===== src/rtl/serial_frame_rx_pkg.sv =====
// Shared types and constants for the serial frame receiver.
package serial_frame_rx_pkg;

    typedef enum logic [1:0] {
        ST_HUNT   = 2'd0,
        ST_LOAD   = 2'd1,
        ST_PARITY = 2'd2
    } state_t;

    localparam logic [3:0] DEFAULT_SYNC_PATTERN = 4'b1011;

    // Even parity: a set result means the frame's ones count was odd.
    function automatic logic even_parity_err(input logic acc, input logic bit_in);
        return acc ^ bit_in;
    endfunction

endpackage


===== src/rtl/serial_frame_rx_byte_out_buf.sv =====
// Single-entry output holding register with ready/valid handshake and overrun flag.
module byte_out_buf (
    input  logic       clock,
    input  logic       reset,
    input  logic       i_load,
    input  logic [7:0] i_data,
    input  logic       i_ready,
    output logic [7:0] o_data,
    output logic       o_valid,
    output logic       o_overrun
);

    logic [7:0] r_data;
    logic       r_valid;
    logic       r_overrun;
    logic       w_consume;
    logic       w_accept;

    assign w_consume = r_valid & i_ready;
    // A new byte fits if the slot is empty or is being drained this very cycle.
    assign w_accept  = i_load & (~r_valid | w_consume);

    // Holding register, valid flag and overrun pulse.
    always_ff @(posedge clock or posedge reset) begin
        if (reset) begin
            r_data    <= 8'h00;
            r_valid   <= 1'b0;
            r_overrun <= 1'b0;
        end else begin
            r_overrun <= i_load & ~w_accept;
            if (w_accept) begin
                r_data  <= i_data;
                r_valid <= 1'b1;
            end else if (w_consume) begin
                r_valid <= 1'b0;
            end else begin
                r_valid <= r_valid;
            end
        end
    end

    assign o_data    = r_data;
    assign o_valid   = r_valid;
    assign o_overrun = r_overrun;

endmodule


===== src/rtl/serial_frame_rx.sv =====
// Serial frame receiver: hunts for a sync word, assembles MSB-first bytes, checks even parity.
module serial_frame_rx
    import serial_frame_rx_pkg::*;
#(
    parameter logic [3:0] SYNC_PATTERN    = DEFAULT_SYNC_PATTERN,
    parameter int         BYTES_PER_FRAME = 4
) (
    input  logic       clock,
    input  logic       reset,
    input  logic       din,
    input  logic       din_valid,
    input  logic       out_ready,
    output logic [7:0] byte_data,
    output logic       byte_valid,
    output logic       locked,
    output logic       overrun,
    output logic       frame_err
);

    localparam logic [3:0] LP_BYTES = 4'(BYTES_PER_FRAME);

    state_t     r_state, w_state_nxt;
    logic [3:0] r_window, w_window_nxt;
    logic [7:0] r_shift, w_shift_nxt;
    logic [2:0] r_bit_cnt, w_bit_cnt_nxt;
    logic [3:0] r_byte_cnt, w_byte_cnt_nxt;
    logic       r_parity, w_parity_nxt;
    logic       r_locked;
    logic       r_frame_err, w_frame_err_nxt;
    logic       w_byte_done;
    logic [7:0] w_byte;

    // Next-state and datapath decode; idle cycles hold everything.
    always_comb begin
        w_state_nxt     = r_state;
        w_window_nxt    = r_window;
        w_shift_nxt     = r_shift;
        w_bit_cnt_nxt   = r_bit_cnt;
        w_byte_cnt_nxt  = r_byte_cnt;
        w_parity_nxt    = r_parity;
        w_frame_err_nxt = 1'b0;
        w_byte_done     = 1'b0;
        w_byte          = {r_shift[6:0], din};
        if (din_valid) begin
            case (r_state)
                ST_HUNT: begin
                    w_window_nxt = {r_window[2:0], din};
                    if ({r_window[2:0], din} == SYNC_PATTERN) begin
                        w_state_nxt    = ST_LOAD;
                        w_bit_cnt_nxt  = 3'd0;
                        w_byte_cnt_nxt = 4'd0;
                        w_parity_nxt   = 1'b0;
                    end else begin
                        w_state_nxt = ST_HUNT;
                    end
                end
                ST_LOAD: begin
                    w_shift_nxt   = w_byte;
                    w_parity_nxt  = r_parity ^ din;
                    w_bit_cnt_nxt = r_bit_cnt + 3'd1;
                    if (r_bit_cnt == 3'd7) begin
                        w_byte_done    = 1'b1;
                        w_byte_cnt_nxt = r_byte_cnt + 4'd1;
                        if (r_byte_cnt + 4'd1 == LP_BYTES) begin
                            w_state_nxt = ST_PARITY;
                        end else begin
                            w_state_nxt = ST_LOAD;
                        end
                    end else begin
                        w_state_nxt = ST_LOAD;
                    end
                end
                ST_PARITY: begin
                    w_frame_err_nxt = even_parity_err(r_parity, din);
                    w_state_nxt     = ST_HUNT;
                    // Fresh window so sync cannot borrow bits from the finished frame.
                    w_window_nxt    = 4'd0;
                end
                default: begin
                    w_state_nxt  = ST_HUNT;
                    w_window_nxt = 4'd0;
                end
            endcase
        end else begin
            w_state_nxt = r_state;
        end
    end

    // FSM, window, counters and status registers.
    always_ff @(posedge clock or posedge reset) begin
        if (reset) begin
            r_state     <= ST_HUNT;
            r_window    <= 4'd0;
            r_shift     <= 8'h00;
            r_bit_cnt   <= 3'd0;
            r_byte_cnt  <= 4'd0;
            r_parity    <= 1'b0;
            r_locked    <= 1'b0;
            r_frame_err <= 1'b0;
        end else begin
            r_state     <= w_state_nxt;
            r_window    <= w_window_nxt;
            r_shift     <= w_shift_nxt;
            r_bit_cnt   <= w_bit_cnt_nxt;
            r_byte_cnt  <= w_byte_cnt_nxt;
            r_parity    <= w_parity_nxt;
            r_locked    <= (w_state_nxt != ST_HUNT);
            r_frame_err <= w_frame_err_nxt;
        end
    end

    byte_out_buf u_byte_out_buf (
        .clock     (clock),
        .reset     (reset),
        .i_load    (w_byte_done),
        .i_data    (w_byte),
        .i_ready   (out_ready),
        .o_data    (byte_data),
        .o_valid   (byte_valid),
        .o_overrun (overrun)
    );

    assign locked    = r_locked;
    assign frame_err = r_frame_err;

endmodule


===== config.mk =====
export PLATFORM = sky130hd
export DESIGN_NAME = serial_frame_rx
export DESIGN_NICKNAME = d
export VERILOG_FILES = /design/src/rtl/serial_frame_rx_pkg.sv /design/src/rtl/serial_frame_rx_byte_out_buf.sv /design/src/rtl/serial_frame_rx.sv
export SDC_FILE = /design/constraint.sdc
export NUM_CORES = 1
export LEC_CHECK = 0
export BUFFER_PORTS_ARGS = -buffer_cell sky130_fd_sc_hd__buf_2
export CAP_MARGIN = 10
export CORE_MARGIN = 4
export CORE_UTILIZATION = 40
export DETAILED_ROUTE_END_ITERATION = 10
export GPL_TIMING_DRIVEN = 1
export PLACE_DENSITY = 0.67
export SETUP_SLACK_MARGIN = 0.02
export SLEW_MARGIN = 20
export SYNTH_ARGS = -nofsm -noshare
export SYNTH_HDL_FRONTEND = slang
export SYNTH_SLANG_ARGS = --single-unit

===== constraint.sdc =====
create_clock -name clock -period 2.1 [get_ports clock]
set_clock_uncertainty 0.2 [all_clocks]
set_input_delay 0.105 -clock clock [delete_from_list [all_inputs] [get_ports clock]]
set_output_delay 0.105 -clock clock [all_outputs]
set_load 0.01 [all_outputs]

==> flow_metrics.py <==
metrics = {
    "timing": {
        "slew_violations": 0,
        "period_share_pct": 89.08,
        "max_freq_mhz": 534.6,
        "finalSetupViolCount": 0,
        "layout_min_cycle_time_ns": 1.871,
        "max-slew-margin-rel_pct": 57.58,
        "hold_viol": 0,
        "tns_ns": 0,
        "tightest_slew_ns": 0.6320,
        "hold-worst-slack_ns": 0.1023,
        "rsz0062_at_grt": "no",
    },
    "pwr": {
        "powerDensity_nw_per_um2": 810.7,
        "p_leak_nw": 0.8536,
        "total_power_mw": 1.369,
        "peakVddDrop_mv": 0.4796,
    },
    "global_route": {
        "grt_pass1_vias": 986,
        "overflow": 0,
        "grt_max_degree": 23,
        "track_usage_pct": 14.29,
        "grt_pass1_wl_microns": 4685,
        "antenna_found_initial": 0,
    },
    "critical_path": {
        "critPathKind": "register to register",
        "worstPathCellList": "ha_1, nand3b_1, o31ai_1, a32o_1",
        "slowest_stage": "dfrtp_1",
        "path_buf_inv": 0,
        "worstSetupStartpointType": "register",
        "critPathArrivalTime_ns": 1.96,
        "slowest_delay_ns": 0.48,
        "worstPathRequired_ns": 2.18,
        "crit_family": "compound AO/OA/AOI/OAI gates",
        "end_kind": "register",
        "path_max_fanout": 7,
    },
    "logic_synthesis": {
        "synthDistinctLibCells": 38,
        "synth_top_cells_by_area": "dfrtp_1 55%, mux2_2 12%, ha_1 3.4%",
        "synth_nets": 119,
        "synth_area_sq_um": 1456,
        "netlist_top_cells_count": "32 x dfrtp_1, 16 x mux2_2, 5 x nand2_1, 4 x ha_1, 4 x o2bb2ai_1",
        "syn_avg_cell_area_sq_um": 13.24,
        "ys_seq_area_share_pct": 54.98,
        "ys.flop_type": "dfrtp_1",
        "yosys.area.top_type": "dfrtp_1",
        "ys_ff_latch": 32,
        "yosysWarnings": 0,
        "synth.most_common_cell": "dfrtp_1",
        "yosys.area.top_type_share_pct": 54.98,
        "synthArstFlopShare_pct": 100.0,
        "synthCells": 110,
        "synth_edf_count": 0,
    },
    "layout": {
        "multi_input_area_sq_um": 591.8,
        "fill_cells": 325,
        "n_antenna_cell": 0,
        "final_cells": 180,
        "final_core_util_pct": 49.45,
        "syn2layout_area_growth_pct": 15.98,
        "ff_latch_area_sq_um": 800.8,
        "fin_nets": 142,
        "drive_gt1_share_pct": 35.82,
    },
    "routing": {
        "ant_nets": 0,
        "post_drt_wl_per_cell_microns": 14.38,
        "viasPerCell": 5.139,
        "met3_length_microns": 134,
        "wirelength_met1_microns": 1146,
        "top_layer": "met4",
        "drt_iter0_markers": 32,
        "drc": 0,
        "totalWireLength_microns": 2589,
        "vias": 925,
        "routed-wl-met2_microns": 1261,
        "firstDrtPassIters": 4,
    },
    "flow_run": {
        "cap_violations": 0,
    },
    "placed_design": {
        "numPortBuffers": 16,
        "dp_cells": 168,
        "hpwlAfterDp_microns": 1832,
        "gp_congestion": 0.7579,
    },
    "floorplanning": {
        "dieHeight_microns": 68.34,
        "design.portCount": 17,
        "dieArea_sq_um": 4670,
        "start_util_pct": 42.64,
        "fp.dieW_microns": 68.34,
        "core_sq_um": 3416,
        "rows": 21,
    },
    "clocking": {
        "cts_inserted_buffers": 5,
        "hold_buffers": 4,
        "cts_setup_buffers": 0,
        "cts.clk_slew.worst_paths_ns": 0.11,
        "clk_latency_ns": 0.34,
        "cts_sinks": 32,
        "cts_tree": "built",
        "clockBufferDepth": 2,
        "root_buffer": "clkbuf_4",
        "cts_resized": 0,
        "h-tree-depth": 2,
    },
    "hold_path": {
        "min_path_type": "input port to asynchronous set/reset pin",
    },
    "outcome": {
        "status": "complete, no violations",
    },
}
==> path summary, 6_finish.rpt <==
check                              start            end  slack [ns]  depth (start not counted)
min                                reset  r_byte_cnt[0]        0.10                          3
max in group asynchronous          reset   r_bit_cnt[1]        0.96                          4
max reg2reg                r_byte_cnt[0]     r_state[1]        0.23                          4
min in group clock           r_window[2]    r_window[2]        0.31                          1
max                        r_byte_cnt[0]     r_state[1]        0.23                          4
min reg2reg                  r_window[2]    r_window[2]        0.31                          1
==> kinds of logic after synthesis <==
family          after synthesis  share of synthesized area [%]
compound gates               23                          12.20
fa+ha+maj                     4                          3.437
buf+inv                       9                          4.381
flops                        32                          54.98
mux                          18                          13.75
simple gates                 24                          11.26
==> state kept, by name, indices dropped and copies added (netlist names) <==
| name | cells |
|---|---|
| frame_err | 1 |
| u_byte_out_buf.o_data | 8 |
| r_bit_cnt | 3 |
| u_byte_out_buf.o_valid | 1 |
| locked | 1 |
| r_parity | 1 |
| r_shift | 7 |
| r_state | 2 |
| u_byte_out_buf.o_overrun | 1 |
| r_byte_cnt | 4 |
| r_window | 3 |
==> through the flow <==
step	worst slack [ns]	area, sq um
global placement	0.3627	1569
detailed placement	0.2907	1569
floorplan	0.4032	1456
CTS	0.2646	1689
global route	0.1660	1689
finish	0.2293	1689
==> area by class of cell <==
type / instances / share of cell area, %
clock inverter: 3 / 2.519
clock buffer: 5 / 2.222
timing repair buffer: 22 / 8.741
sequential: 32 / 47.41
multi-input combinational: 69 / 35.04
inverter: 3 / 0.6667
tap: 46 / 3.407
==> layout by cell type, fill, tap and decap left out, types with 2 or more instances in the layout <==
cell	instances
nand2_1	5
inv_1	3
a22o_2	3
dlygate4sd3_1	4
a31oi_1	2
nor2b_1	3
buf_2	16
nand3b_1	2
dfrtp_1	32
o2bb2ai_1	4
and3b_1	2
clkbuf_4	5
mux2_2	16
ha_1	4
o21ai_0	2
a21oi_1	3
a22o_1	3
mux2i_1	2
==> worst min-delay path: stages <==
cell and delay [ns]:
dlygate4sd3_1 0.54, buf_2 0.12, inv_1 0.32
==> power breakdown <==
part | switching, mW | internal [mW] | total, mW
clock network | 0.221 | 0.248 | 0.469
logic | 0.0690 | 0.0974 | 0.166
registers | 0.0510 | 0.683 | 0.734
==> routing by layer <==
metal	global-route usage [%]	vias to the layer above
li1	-	452
met1	16.65	454
met2	22.38	14
met3	6.732	5
met4	6.203	0
met5	0	-
Power figures use the tool's default switching activity.
